<file path="config.mk">
export PLATFORM = sky130hd
export DESIGN_NAME = mandelbrot_iterator
export DESIGN_NICKNAME = d
export VERILOG_FILES = /design/src/rtl/mandelbrot_iterator.sv
export SDC_FILE = /design/constraint.sdc
export NUM_CORES = 2
export LEC_CHECK = 0
export BUFFER_PORTS_ARGS = -buffer_cell sky130_fd_sc_hd__buf_2
export CAP_MARGIN = 10
export CELL_PAD_IN_SITES_DETAIL_PLACEMENT = 0
export CELL_PAD_IN_SITES_GLOBAL_PLACEMENT = 1
export CORE_ASPECT_RATIO = 0.75
export CORE_MARGIN = 3
export CORE_UTILIZATION = 57
export CTS_CLUSTER_SIZE = 10
export DETAILED_ROUTE_END_ITERATION = 12
export GPL_TIMING_DRIVEN = 1
export PLACE_DENSITY = 0.93
export SLEW_MARGIN = 15
export SYNTH_ARGS = -nofsm -noshare
export SYNTH_HDL_FRONTEND = slang
export SYNTH_SLANG_ARGS = --single-unit
</file>
<file path="constraint.sdc">
create_clock -name clk -period 19.1 [get_ports clk]
set_clock_uncertainty 0.1 [all_clocks]
set_input_delay 0.955 -clock clk [delete_from_list [all_inputs] [get_ports clk]]
set_output_delay 0.955 -clock clk [all_outputs]
set_load 0.02 [all_outputs]
</file>
<file path="src/rtl/mandelbrot_iterator.sv">
// Mandelbrot per-pixel iteration controller: accepts a point c, iterates
// z <= z^2 + c from zero until escape or MAX_ITER, then hands back the count.

module new_z #(
    parameter int W    = 16,
    parameter int FRAC = 12
) (
    input  logic signed [W-1:0] z_real,
    input  logic signed [W-1:0] z_imaginary,
    input  logic signed [W-1:0] c_real,
    input  logic signed [W-1:0] c_imaginary,
    output logic signed [W-1:0] new_real,
    output logic signed [W-1:0] new_imaginary,
    output logic                is_mandelbrot
);
    localparam logic [2*W:0] MAG_LIMIT = (2*W+1)'(4) << (2*FRAC);

    logic signed [2*W-1:0] zr_ext_s;
    logic signed [2*W-1:0] zi_ext_s;
    logic signed [2*W-1:0] re2_s;
    logic signed [2*W-1:0] im2_s;
    logic signed [2*W-1:0] cross_s;
    logic signed [2*W-1:0] diff_s;
    logic signed [2*W-1:0] diff_sh_s;
    logic signed [2*W-1:0] cross_sh_s;
    logic        [2*W:0]   mag_s;
    logic                  sq_ovf_s;

    // Exact squares, then truncate back to Q4.12; 2*zr*zi folds into a shift by FRAC-1.
    always_comb begin
        zr_ext_s   = (2*W)'(z_real);
        zi_ext_s   = (2*W)'(z_imaginary);
        re2_s      = zr_ext_s * zr_ext_s;
        im2_s      = zi_ext_s * zi_ext_s;
        cross_s    = zr_ext_s * zi_ext_s;
        mag_s      = {1'b0, re2_s} + {1'b0, im2_s};
        sq_ovf_s   = (|re2_s[2*W-2:W+FRAC-1]) || (|im2_s[2*W-2:W+FRAC-1]);
        diff_s     = re2_s - im2_s;
        diff_sh_s  = diff_s >>> FRAC;
        cross_sh_s = cross_s >>> (FRAC - 1);
        new_real      = diff_sh_s[W-1:0] + c_real;
        new_imaginary = cross_sh_s[W-1:0] + c_imaginary;
        is_mandelbrot = (mag_s < MAG_LIMIT) && !sq_ovf_s;
    end
endmodule

module mandelbrot_iterator #(
    parameter int FIXED_POINT_WIDTH = 16,
    parameter int MAX_ITER          = 255,
    parameter int ITER_W            = 8
) (
    input  logic                                clk,
    input  logic                                rst,
    input  logic                                in_valid,
    output logic                                in_ready,
    input  logic signed [FIXED_POINT_WIDTH-1:0] c_real,
    input  logic signed [FIXED_POINT_WIDTH-1:0] c_imaginary,
    output logic                                out_valid,
    input  logic                                out_ready,
    output logic        [ITER_W-1:0]            iter_count,
    output logic                                escaped
);
    localparam int FPW = FIXED_POINT_WIDTH;

    typedef enum logic [1:0] {
        IDLE = 2'd0,
        ITER = 2'd1,
        DONE = 2'd2
    } state_t;

    state_t                  state_q,     state_d;
    logic signed [FPW-1:0]   z_re_q,      z_re_d;
    logic signed [FPW-1:0]   z_im_q,      z_im_d;
    logic signed [FPW-1:0]   c_re_q,      c_re_d;
    logic signed [FPW-1:0]   c_im_q,      c_im_d;
    logic        [ITER_W-1:0] count_q,    count_d;
    logic                    escaped_q,   escaped_d;
    logic                    in_ready_q,  in_ready_d;
    logic                    out_valid_q, out_valid_d;

    logic signed [FPW-1:0]   nz_re_s;
    logic signed [FPW-1:0]   nz_im_s;
    logic                    bounded_s;

    new_z #(.W(FPW), .FRAC(12)) u_new_z (
        .z_real        (z_re_q),
        .z_imaginary   (z_im_q),
        .c_real        (c_re_q),
        .c_imaginary   (c_im_q),
        .new_real      (nz_re_s),
        .new_imaginary (nz_im_s),
        .is_mandelbrot (bounded_s)
    );

    // Next-state logic; the count register doubles as the reported iteration count.
    always_comb begin
        state_d     = state_q;
        z_re_d      = z_re_q;
        z_im_d      = z_im_q;
        c_re_d      = c_re_q;
        c_im_d      = c_im_q;
        count_d     = count_q;
        escaped_d   = escaped_q;
        in_ready_d  = in_ready_q;
        out_valid_d = out_valid_q;
        case (state_q)
            IDLE: begin
                if (in_valid) begin
                    c_re_d     = c_real;
                    c_im_d     = c_imaginary;
                    z_re_d     = {FPW{1'b0}};
                    z_im_d     = {FPW{1'b0}};
                    count_d    = {ITER_W{1'b0}};
                    escaped_d  = 1'b0;
                    in_ready_d = 1'b0;
                    state_d    = ITER;
                end else begin
                    in_ready_d = 1'b1;
                end
            end
            ITER: begin
                if (!bounded_s) begin
                    escaped_d   = 1'b1;
                    out_valid_d = 1'b1;
                    state_d     = DONE;
                end else if (count_q == ITER_W'(MAX_ITER - 1)) begin
                    count_d     = ITER_W'(MAX_ITER);
                    escaped_d   = 1'b0;
                    out_valid_d = 1'b1;
                    state_d     = DONE;
                end else begin
                    z_re_d  = nz_re_s;
                    z_im_d  = nz_im_s;
                    count_d = count_q + ITER_W'(1);
                end
            end
            DONE: begin
                if (out_ready) begin
                    out_valid_d = 1'b0;
                    in_ready_d  = 1'b1;
                    state_d     = IDLE;
                end else begin
                    out_valid_d = 1'b1;
                end
            end
            default: begin
                out_valid_d = 1'b0;
                in_ready_d  = 1'b1;
                state_d     = IDLE;
            end
        endcase
    end

    // State and datapath registers; reset abandons any point in flight.
    always_ff @(posedge clk or posedge rst) begin
        if (rst) begin
            state_q     <= IDLE;
            z_re_q      <= {FPW{1'b0}};
            z_im_q      <= {FPW{1'b0}};
            c_re_q      <= {FPW{1'b0}};
            c_im_q      <= {FPW{1'b0}};
            count_q     <= {ITER_W{1'b0}};
            escaped_q   <= 1'b0;
            in_ready_q  <= 1'b1;
            out_valid_q <= 1'b0;
        end else begin
            state_q     <= state_d;
            z_re_q      <= z_re_d;
            z_im_q      <= z_im_d;
            c_re_q      <= c_re_d;
            c_im_q      <= c_im_d;
            count_q     <= count_d;
            escaped_q   <= escaped_d;
            in_ready_q  <= in_ready_d;
            out_valid_q <= out_valid_d;
        end
    end

    assign in_ready   = in_ready_q;
    assign out_valid  = out_valid_q;
    assign iter_count = count_q;
    assign escaped    = escaped_q;
endmodule
</file>
## After elaboration in Yosys (flattened, before gate mapping)

Cells that the tools add are included.

- Word-level logic and storage cells: 69
- Register bits: 77

- Reductions and logical operators: 14
- Multipliers: 3
- Equal/unequal tests: 8
- Bitwise gates (word level): 2
- Multiplexer cells: 27
- Magnitude comparators: 1
- Add/subtract/negate cells: 5

Operator list:

| operator | count |
|---|---|
| 16-bit two-way mux | 5 |
| 16-bit by 16-bit multiplier with 32-bit output | 2 |
| 16-bit case mux with 2 select lines | 2 |
| 32-bit by 32-bit adder with 33-bit output | 1 |
| 33-bit by 27-bit < comparator with 1-bit output (second input constant) | 1 |
| 16-bit adder | 2 |
| 28-bit subtractor | 1 |
| 16-bit by 16-bit multiplier with 27-bit output | 1 |
| 8-bit two-way mux | 3 |
| 8-bit case mux with 2 select lines | 1 |
| 3-bit AND reduction | 3 |
| 8-bit by 1-bit adder with 8-bit output (second input constant) | 1 |
| 8-bit equality test (second input constant) | 1 |
| 1-bit two-way mux | 8 |
| 2-bit two-way mux | 4 |
| 2-bit inequality test (second input constant) | 4 |
| 4-bit OR reduction | 2 |
| 1-bit case mux with 3 select lines | 2 |
| 2-bit case mux with 3 select lines | 1 |
| 2-bit AND reduction | 3 |
| 4-bit AND reduction | 1 |
| 3-bit inequality test (second input constant) | 1 |
| 2-bit by 1-bit equality test with 1-bit output (second input constant) | 1 |
| 2-bit equality test (second input constant) | 1 |
| 7 further kinds | 8 |

## Logic depth before layout (Yosys ltp)

- Word-level depth: 7
- Gate-level depth with buffers: 43
- Mapped depth without buffers: 41

## By module

From an unflattened synthesis, not the netlist that was laid out.

- Cells, all modules: 3539
- Area total of the unflattened synthesis: 32245.9 um2

Modules (own cells, without submodules):

| module | sequential area each (um2) | area an instance (um2) | cells an instance | times used |
|---|---|---|---|---|
| new_z | 0.0 | 29060.4 | 3312 | 1 |
| mandelbrot_iterator | 1928.1 | 3185.6 | 227 | 1 |

## Least setup slack after synthesis

No wires, ideal clock.

- Path kind: register to register
- Start point: register z_im_q[3]
- End point: register z_im_q[14]
- Data required time: 18879 ps
- Period minus slack after synthesis: 9235 ps
- Cell stages (with the launch flop): 39
- Slack: 9865 ps
- Buffers on the path: 3
- Data arrival time: 9014 ps
- Setup time: 121 ps
- Cells stage by stage: dfrtp_1 -> clkbuf_1 -> clkbuf_1 -> nand2_1 -> inv_1 -> fa_1 -> inv_1 -> fa_1 -> fa_1 -> fa_1 -> inv_1 -> fa_1 -> inv_1 -> fa_1 -> inv_1 -> ha_1 -> a21o_1 -> a21o_1 -> [3 not listed] -> a21o_1 -> a21o_1 -> a21o_1 -> a21o_1 -> xor2_1 -> inv_1 -> ha_1 -> nand4b_1 -> nor4_1 -> o2111ai_1 -> a21oi_1 -> mux2i_1 -> nand3_1 -> a2111o_1 -> nor4_4 -> a21oi_2 -> buf_2 -> a22o_1

- Longest elaborated chain between the ends: 7

Ends and longest elaborated chain:

| what | RTL line | RTL |
|---|---|---|
| from (decl) | 73 | `logic signed [FPW-1:0] z_im_q, z_im_d;` |
| from (signal assigned) | 159 | `z_im_q <= {FPW{1'b0}};` |
| from (signal assigned) | 169 | `z_im_q <= z_im_d;` |
| branches (longest 7 deep; another with 32-bit by 32-bit adder with 33-bit output) | - |  |

Several ways; the timed one is not identified. The select of a mux whose other input is x is not followed.
A chain may end at the register's enable or synchronous reset.

## Final worst setup path

- Start point: register z_im_q[15]
- End point: register z_im_q[9]

The elaborated chain is that of the path after synthesis.

==> results.md <==
* I/O pin cnt at 47
* Placed cell areas at around 0.034 mm²
* Met1 Resource Use GR at 41.74%
* Clock Path Buffers at 2
* Total core area at 0.05630 mm²
* Post-synthesis cell area at 0.03271 mm²
* Synth Warn # at 0
* Commonest non-fill, non-tap cell in the layout: inv_1
* Met2 Usage GRT at 43.23%
* Slew Limit Fails at 0
* Fin crit period at around 12 ns
* Setup bufs post-CTS at 0
* Critical path startpoint category: flip-flop
* Global-route wire length before repair at ~130000 µm
* Lkg Pwr at around 17 nW
* Setup violators final at 0
* Syn_area_per_cell at 8.966 µm²
* Max stage delay on crit path at 0.87 ns
* Clock insertion delay at the later pin of the skew report at between 0.3 and 0.4 ns
* Most Used Layer, Global Route: met2
* Area delta synth->final at 3.913%
* Fin crit share at between 60% and 70%
* Hold buffer count at cts at 0
* Starting DRT DRC Count at approximately 2.1k
* Clock Sinks at 77
* Final instance area at 0.03399 mm²
* Slew HR at 28.40%
* Post-cts gate resize count at 0
* Max cap viols at 0
* CTS tree: yes
* Flop and latch count out of synthesis at 77
* Via Count at roughly 24k
* Wire length per cell at between 15 and 20 µm
* Grt met3 use at roughly 6.7%
* Setup TNS at 0 ns
* HP Class: flip-flop to flip-flop
* Antenna viol nets, final at 0
* DIE WIDTH at 282.6 µm
* Power per cell area at 72.89 mW/mm²
* Die height at approximately 210 µm
* Post-DP HPWL at around 64000 µm
* Clock transition at path regs at ~0.080 ns
* Cell variety after synth at 81
* Final core occ at between 60 and 70%
* PortBufs at 46
* RSZ-0062 raised after global routing: false
* Root buf cell: clkbuf_16
* Gr usage total at ~28%
* CP max-delay cell: fa_1
* CP Class: flip-flop to flip-flop
* Asr flop ratio synth at between 90% and 100%
* Hold Vio Cnt, Final at 0
* CP most frequent cell: fa_1
* Vias in the first global route at around 25k
* DRC errors left at 0
* Share of cells above drive strength 1 at 4.687%
* Fmax achieved at approximately 0.086 GHz
* Post-Route WL at about 80000 µm
* Status: complete, no violations
* Starting Density at around three fifths
* CTS Buf Count at 9
* Prevailing post-synth register cell: dfrtp_1
* Nets at between 4k and 5k
* Die area at between 0.06 and 0.07 mm²
* VDD IR-drop max at 0.1663 mV
* Post-synth EDFFs at 0
* Synth top area cells: fa_1 42%, ha_1 13%, inv_1 11%
* Syn Nets at about 4.7k
* Synth Instances at roughly 3.6k
* Post-synth top area cell: fa_1
* Row count at 75
* Final cell count without fillers at around 4.4k
* Crit. End Element: flip-flop
* Via/cell ratio at around 5.5
* Largest net degree at the start of global routing at 50
* H-tree depth at 3
* GP Congestion at about 0.95
* Initial antenna violation count at 2
* Post-synth top area share at 42.48%
* WHS at 0.3959 ns
* Worst-path fanout max at 31
* Congestion Overflow GR at 0
* CP Data Arrival Time at 11.77 ns
* Worst-Margin Slew at 1.074 ns
* Most frequent cells in the layout: 972 x inv_1, 694 x fa_1, 342 x ha_1, 331 x nand2_1, 188 x nor2_1
* Sequential share of the synthesized area at 5.895%
* Worst EP required at about 19 ns
* Cells after DPL at 4342
* DRT Pass-1 Iters at 6
==> final cells by class <==
type / count / area, µm²
Antenna cell: 1 / 2.502
Clock buffer: 10 / 229.0
Clock inverter: 6 / 50.05
Fill cell: 4944 / 22320
Inverter: 982 / 3689
Multi-Input combinational cell: 2466 / 26640
Sequential cell: 77 / 1928
Tap cell: 731 / 914.6
Timing Repair Buffer: 86 / 530.5
==> where the power goes <==
group / internal (mW) / total [mW] / switching (mW) / leakage [nW]
Sequential: 0.216 / 0.259 / 0.0438 / 0.990
Clock: 0.0891 / 0.178 / 0.0890 / 0.129
Combinational: 0.794 / 2.04 / 1.25 / 16.1
==> stage by stage <==
stage / power (mW) / setup slack (ns)
final: 2.477 / 7.509
after global routing: 2.700 / 6.952
after CTS: 2.463 / 7.765
after detailed placement: 2.267 / 7.827
after global placement: 2.253 / 7.548
after floorplan: 1.728 / 9.865
==> registers in the layout, indices dropped and copies added (netlist names) <==
name,flops
out_valid,1
c_im_q,16
iter_count,8
state_q,2
escaped,1
in_ready,1
z_re_q,16
c_re_q,16
z_im_q,16
==> worst paths after layout <==
path	start	to	slack (ns)	cells past startpoint
worst max-delay path	z_im_q[15]$_DFFE_PP0P_	z_im_q[9]$_DFFE_PP0P_	7.51	30
worst min-delay path	z_im_q[6]$_DFFE_PP0P_	z_im_q[6]$_DFFE_PP0P_	0.40	1
worst max register to register	z_im_q[15]$_DFFE_PP0P_	z_im_q[9]$_DFFE_PP0P_	7.51	30
worst min register to register	z_im_q[6]$_DFFE_PP0P_	z_im_q[6]$_DFFE_PP0P_	0.40	1
max in group asynchronous	rst	z_im_q[4]$_DFFE_PP0P_	17.26	3
min in group asynchronous	rst	out_valid$_DFFE_PP0P_	0.45	2
==> per-layer routing <==
metal / part of all wire, % / vias to the layer above
met5: 0 / -
met4: 2.4 / 0
met3: 9.8 / 115
met2: 43 / 919
met1: 44 / 11920
li1: - / 10961
==> critical path: cells and delay by family, from the launching register on <==
| kind | cells | cell delay, ns |
|---|---|---|
| buffers and inverters | 4 | 1.14 |
| xor gates and xnor gates | 1 | 0.38 |
| AOI/OAI and AO/OA | 6 | 1.70 |
| DFF | 1 | 0.37 |
| and+or+nand+nor | 11 | 3.48 |
| adders and majority gates | 8 | 4.23 |
==> Yosys cell counts, drive strengths merged, types with 17 or more instances <==
| library cell | count |
|---|---|
| inv | 976 |
| fa | 694 |
| ha | 342 |
| nand2 | 333 |
| nor2 | 188 |
| and2 | 128 |
| clkbuf | 113 |
| xnor2 | 110 |
| a21oi | 107 |
| dfrtp | 76 |
| o21ai | 51 |
| xor2 | 44 |
| a21o | 39 |
| nor3 | 38 |
| mux2 | 35 |
| nand2b | 29 |
| nor2b | 28 |
| o2bb2ai | 28 |
| nand3 | 27 |
| a211oi | 23 |
| o21a | 21 |
| o21bai | 17 |
==> logic make-up (layout without fill, tap and decap cells) <==
logic type / after synthesis / count (layout) / share of synthesized area (%)
simple gates: 851 / 851 / 12.28
flops: 77 / 77 / 5.895
buf+inv: 1105 / 1084 / 12.69
mux: 39 / 39 / 1.327
xor+xnor: 154 / 154 / 4.124
compound gates: 386 / 386 / 8.121
fa+ha+maj: 1036 / 1036 / 55.56
other cells: 0 / 1 / 0
(Power assumes the default switching activity.)
